File: config.mk
export PLATFORM = sky130hd
export DESIGN_NAME = tx_serial_8n1
export DESIGN_NICKNAME = d
export VERILOG_FILES = /design/src/rtl/tx_serial_8n1.sv
export SDC_FILE = /design/constraint.sdc
export NUM_CORES = 1
export LEC_CHECK = 0
export ABC_CLOCK_PERIOD_IN_PS = 4750
export CORE_ASPECT_RATIO = 1.1
export CORE_UTILIZATION = 50
export DETAILED_ROUTE_END_ITERATION = 8
export PLACE_DENSITY = 0.72
export SYNTH_ARGS = -nofsm -noshare
export SYNTH_HDL_FRONTEND = slang
export SYNTH_SLANG_ARGS = --single-unit
File: constraint.sdc
create_clock -name clock -period 4.75 [get_ports clock]
set_input_delay 1.1875 -clock clock [delete_from_list [all_inputs] [get_ports clock]]
set_output_delay 1.1875 -clock clock [all_outputs]
set_load 0.005 [all_outputs]
File: src/rtl/tx_serial_8n1.sv
// tx_serial_8n1: 8N1 asynchronous serial transmitter (LSB first, idle-high line).
//
// Parameters:
//   M - clock cycles per bit (>= 2), N - baud counter width (2**N >= M)
// Ports:
//   clock        in   system clock, rising edge
//   reset        in   synchronous active-high reset
//   partida      in   start request, sampled only when idle
//   dados_ascii  in   byte to send, captured when partida is accepted
//   saida_serial out  registered serial line
//   ocupado      out  high while the frame is on the line
//   pronto       out  one-cycle pulse after the stop bit
//   db_estado    out  state code for debug (IDLE=0, TX=1, DONE=F)
module tx_serial_8n1 #(
    parameter int unsigned M = 434,
    parameter int unsigned N = 9
) (
    input  logic       clock,
    input  logic       reset,
    input  logic       partida,
    input  logic [7:0] dados_ascii,
    output logic       saida_serial,
    output logic       ocupado,
    output logic       pronto,
    output logic [3:0] db_estado
);

    localparam int unsigned FRAME_W = 10;
    localparam int unsigned BIT_W   = 4;
    localparam int unsigned ST_W    = 4;

    localparam logic [ST_W-1:0] IDLE = 4'h0;
    localparam logic [ST_W-1:0] TX   = 4'h1;
    localparam logic [ST_W-1:0] DONE = 4'hF;

    localparam logic [N-1:0]     BAUD_LAST = N'(M - 1);
    localparam logic [BIT_W-1:0] BIT_LAST  = BIT_W'(FRAME_W - 1);

    logic [ST_W-1:0]    r_state;
    logic [FRAME_W-1:0] r_frame;
    logic [N-1:0]       r_baud;
    logic [BIT_W-1:0]   r_bit;
    logic               r_saida;
    logic               r_ocupado;
    logic               r_pronto;

    logic [ST_W-1:0]    w_state_next;
    logic [FRAME_W-1:0] w_frame_next;
    logic [N-1:0]       w_baud_next;
    logic [BIT_W-1:0]   w_bit_next;
    logic               w_saida_next;
    logic               w_ocupado_next;
    logic               w_pronto_next;

    // State and output registers
    always_ff @(posedge clock) begin
        if (reset) begin
            r_state   <= IDLE;
            r_frame   <= '1;
            r_baud    <= '0;
            r_bit     <= '0;
            r_saida   <= 1'b1;
            r_ocupado <= 1'b0;
            r_pronto  <= 1'b0;
        end else begin
            r_state   <= w_state_next;
            r_frame   <= w_frame_next;
            r_baud    <= w_baud_next;
            r_bit     <= w_bit_next;
            r_saida   <= w_saida_next;
            r_ocupado <= w_ocupado_next;
            r_pronto  <= w_pronto_next;
        end
    end

    // Next-state and next-output logic; the line register is loaded with the
    // bit that will be on the frame LSB next cycle, so it tracks the frame
    // without an extra cycle of delay.
    always_comb begin
        w_state_next   = r_state;
        w_frame_next   = r_frame;
        w_baud_next    = r_baud;
        w_bit_next     = r_bit;
        w_saida_next   = 1'b1;
        w_ocupado_next = 1'b0;
        w_pronto_next  = 1'b0;

        case (r_state)
            IDLE: begin
                if (partida) begin
                    w_state_next   = TX;
                    w_frame_next   = {1'b1, dados_ascii, 1'b0};
                    w_baud_next    = '0;
                    w_bit_next     = '0;
                    w_saida_next   = 1'b0;
                    w_ocupado_next = 1'b1;
                end
            end

            TX: begin
                w_ocupado_next = 1'b1;
                w_saida_next   = r_frame[0];
                if (r_baud == BAUD_LAST) begin
                    w_baud_next = '0;
                    if (r_bit == BIT_LAST) begin
                        // Stop bit finished: leave the line idle and flag completion
                        w_state_next   = DONE;
                        w_saida_next   = 1'b1;
                        w_ocupado_next = 1'b0;
                        w_pronto_next  = 1'b1;
                    end else begin
                        w_frame_next = {1'b1, r_frame[FRAME_W-1:1]};
                        w_bit_next   = r_bit + BIT_W'(1);
                        w_saida_next = r_frame[1];
                    end
                end else begin
                    w_baud_next = r_baud + N'(1);
                end
            end

            DONE: begin
                w_state_next = IDLE;
            end

            default: begin
                w_state_next = IDLE;
            end
        endcase
    end

    assign saida_serial = r_saida;
    assign ocupado      = r_ocupado;
    assign pronto       = r_pronto;
    assign db_estado    = r_state;

endmodule

-- Word level (Yosys, flattened, before mapping)
Index checks and enable logic that the tools add are counted.
- bits of input ports: 11
- register bits: 30
- mux-type cells: 24
- equal/unequal tests: 7
- reduce and logical (&&, ||, !) cells: 6
- $add $sub $neg: 2
- bitwise logic cells: 2
- operator list (kind ; number):
    10-bit 2-to-1 mux ; 3
    4-bit 2-to-1 mux ; 6
    10-bit one-hot mux with 2 select lines ; 1
    9-bit 2-to-1 mux ; 2
    9-bit one-hot mux with 2 select lines ; 1
    4-bit one-hot mux with 2 select lines ; 2
    9-bit by 1-bit adder with 9-bit output, second input constant ; 1
    9-bit equality test, second input constant ; 1
    2-bit != test, second input constant ; 4
    1-bit 2-to-1 mux ; 7
    4-bit by 1-bit adder with 4-bit output, second input constant ; 1
    4-bit by 1-bit equality test with 1-bit output, second input constant ; 1
    4-bit equality test, second input constant ; 1
    4-bit logical NOT ; 1
    1-bit one-hot mux with 2 select lines ; 2
    4-bit AND reduction ; 1
    3-bit AND reduction ; 1
    3-bit OR reduction ; 1
    1-bit NOT ; 2
    2-bit AND reduction ; 1
    2-bit nonzero test ; 1

-- Longest topological paths before layout
- depth in word-level cells: 4
- depth in mapped cells: 7
- mapped depth without buffers: 6

-- Worst setup path after synthesis
No wires, ideal clock.
- path type: input to register
- start point: input port partida
- end point: register r_frame[0]
- stages on the path: 5
- slack: 2.462 ns
- path buffers: 1
- setup time: 0.122 ns
- data arrival time: 2.166 ns
- path through: o21bai_1 > a21o_1 > or2_1 > buf_6 > a221o_1
- cells in the longest elaborated chain, start to end: 2
- ends and longest elaborated chain (element ; RTL line ; source):
    start, declared ; 20 ; input logic partida,
    2-bit != test (no line) ; - ;
    4-bit AND reduction (no line) ; - ;
    end signal, assigned ; 67 ; r_frame <= w_frame_next;
    end, declared ; 40 ; logic [FRAME_W-1:0] r_frame;
No other way between the ends.
A chain may end at the register's enable or synchronous reset.

==> out/qor.txt <==
Site Rows = 19
Clock buffer depth = 2
H-tree Lvls = 1
Post-cts resize count = 0
Pre-antenna DRT Iters = 4
Leakage = 0.529 nW
Reg2reg setup slack = 2640 ps
CTS tree = done
Synth warnings = 0
Antenna Nets Post-Route = 0
Outcome = finished, final reports clean
Critical path endpoint category = register
Most common cell after layout, fill and taps aside = dfxtp_1
Post-CTS setup buffer count = 0
Final hold vios = 0
Starting Density = 53.6%
Worst path required time = 5010 ps
RSZ-0062 raised after global routing = no
Yosys reg bits = 27
Nets = 180
Core ar. = 0.00252 mm^2
Clk_skew = 12.0 ps
Pwr per Cell Area = 261 mW/mm^2
WL met3 = 140 um
First-pass GRT wire length = 4870 um
Die width = 51.5 um
Fin crit period = 2840 ps
Final Max Slew Viols = 0
Commonest cells after routing, fill and taps aside = dfxtp_1 (27), a21oi_1 (19), clkdlybuf4s50_1 (17), nor2_1 (16), nor4_1 (8)
Die Span Y = 56.5 um
Finish-stage setup viols = 0
CTS clk-pin slew, worst paths = 140 ps
DR top layer = met4
Final period utilization = 59.9%
# IOs = 18
Worst setup SP type = input port
Layout cell share with drive strength beyond 1 = 8.54%
Asr flop ratio synth = 0%
Drt initial violations = 21
Slew Limit Headroom = 26.7%
Gpl congestion = 0.852
Post-synth EDFFs = 0
Hold path cells = 1
Critical Path AT = 3110 ps
Synthesized cell area = 0.00135 mm^2
Drt total wl = 2730 um
Main synth FF type = dfxtp_1
Hold endpoint = r_baud[7]$_SDFFE_PP0P_
Setup TNS Final = 0 ps
Avg WL per Cell = 14.0 um
Antenna violations before repair = 0
Crit path max fanout = 31
Avg Inst Size Synth = 8.88 um^2
Wl on met1 = 1250 um
CTS sink cnt = 27
Reg2reg end = r_frame[0]$_SDFFE_PP1P_
Syn nets = 167
Non-Filler Instances = 195
Routed vias = 1144
Routed wl met2 = 1300 um
Slew @ Worst Pin = 1100 ps
Root Buffer = clkbuf_4
Port Buf Inserts = 17
Crit Path Class = in -> reg
DP Wirelength = 1920 um
GR Util All Layers = 21.9%
Number of diodes = 0
Largest net degree at the start of global routing = 32
Post-CTS Hold Fix Bufs = 0
Clock buffer count from CTS = 3
Mapped Cells = 152
Hold path startpoint = r_baud[7]$_SDFFE_PP0P_
Dpl cells = 191
Routed vias/inst = 5.87
Yosys cell types = 43
Max Clk Rate = 352 MHz
Post-synthesis sequential area ratio = 40.0%
Die area = 0.00291 mm^2
Worst r2r src = db_estado[2]$_SDFFE_PP0P_
R2R cell count = 4
# DRC = 0
Area growth from synthesis to layout = 13.7%
Max cap viols = 0
GRT Residual Overflow = 0
Hold crit path type = reg -> reg
Vias in the first global route = 1185
Worst VDD drop = 0.000175 V
Worst-Skew Late Latency = 330 ps
## final cells by class
type / count / area (um^2)
Timing Repair Buffer: 17 / 170
Inverter: 5 / 18.8
Clock inverter: 1 / 5.00
Tap cell: 31 / 38.8
Fill cell: 236 / 985
Sequential cell: 27 / 541
Clock buffer: 3 / 22.5
Multi-Input combinational cell: 111 / 739
## sequential cells by signal (all words and copies together), names as in the netlist
signal	cells
r_frame	9
r_baud	9
pronto	1
ocupado	1
saida_serial	1
db_estado	2
r_bit	4
## power breakdown
part | leakage, nW | internal, W | switching, W | total [W]
combinational | 0.291 | 0.0000269 | 0.0000280 | 0.0000549
clock | 0.0177 | 0.0000316 | 0.0000711 | 0.000103
sequential | 0.221 | 0.000236 | 0.00000679 | 0.000243
## metrics by stage
| step | power (W) | instance area (um^2) | setup WS, ps | utilization (%) | hold slack [ps] |
|---|---|---|---|---|---|
| after CTS | 0.000403 | 1540 | 1910 | 60.9 | 500 |
| after global placement | 0.000300 | 1510 | 1630 | 59.8 | 461 |
| after global routing | 0.000420 | 1540 | 1780 | 60.9 | 521 |
| after detailed placement | 0.000303 | 1510 | 1570 | 59.8 | 478 |
| final | 0.000400 | 1540 | 1910 | 60.9 | 496 |
| after floorplan | 0.000284 | 1350 | 2460 | - | 453 |
## worst max-delay path by stage
stage | end | start | slack [ps] | cells after the start
finish | r_baud[2]$_SDFFE_PP0P_ | reset | 1910 | 4
global route | r_baud[2]$_SDFFE_PP0P_ | reset | 1780 | 4
CTS | r_baud[2]$_SDFFE_PP0P_ | reset | 1910 | 4
detailed placement | r_baud[2]$_SDFFE_PP0P_ | reset | 1570 | 4
global placement | r_baud[8]$_SDFFE_PP0P_ | reset | 1630 | 4
floorplan | r_frame[0]$_SDFFE_PP1P_ | partida | 2460 | 5
## worst max-delay path, cell delays in order
cell             delay, ps
clkdlybuf4s50_1        970
a211oi_4               650
nand2b_1               120
a31oi_1                180
## metal layers
metal	up-vias	track usage (%)
li1	577	-
met5	-	0
met2	36	37.5
met3	5	2.98
met1	526	26.0
met4	0	11.2
## logic make-up (layout without fill, tap and decap cells)
kind of cell	count (synthesis)	count (layout)	share of synthesized area, %
simple gates	60	60	24.7
compound gates	38	38	19.0
flops	27	27	40.0
buf+inv	14	26	5.19
mux	9	9	7.32
fa+ha+maj	4	4	3.71
## synth_stat cells (2+ instances only)
library cell	n	share of area, %
dfxtp_1	27	40
a21oi_1	19	7.0
nor2_1	16	4.4
nor4_1	8	3.7
nand2_1	7	1.9
nand3_1	7	2.6
inv_1	5	1.4
mux2_2	5	4.2
clkbuf_1	4	1.1
ha_1	4	3.7
o21ai_0	4	1.5
or3_1	4	1.9
nor3b_1	3	1.7
a21o_1	2	1.1
buf_2	2	0.74
buf_4	2	1.1
mux2_1	2	1.7
mux2i_1	2	1.5
nand2b_1	2	0.93
nand4_1	2	0.93
nor3_1	2	0.74
o211ai_1	2	1.1
(Power assumes the default switching activity.)
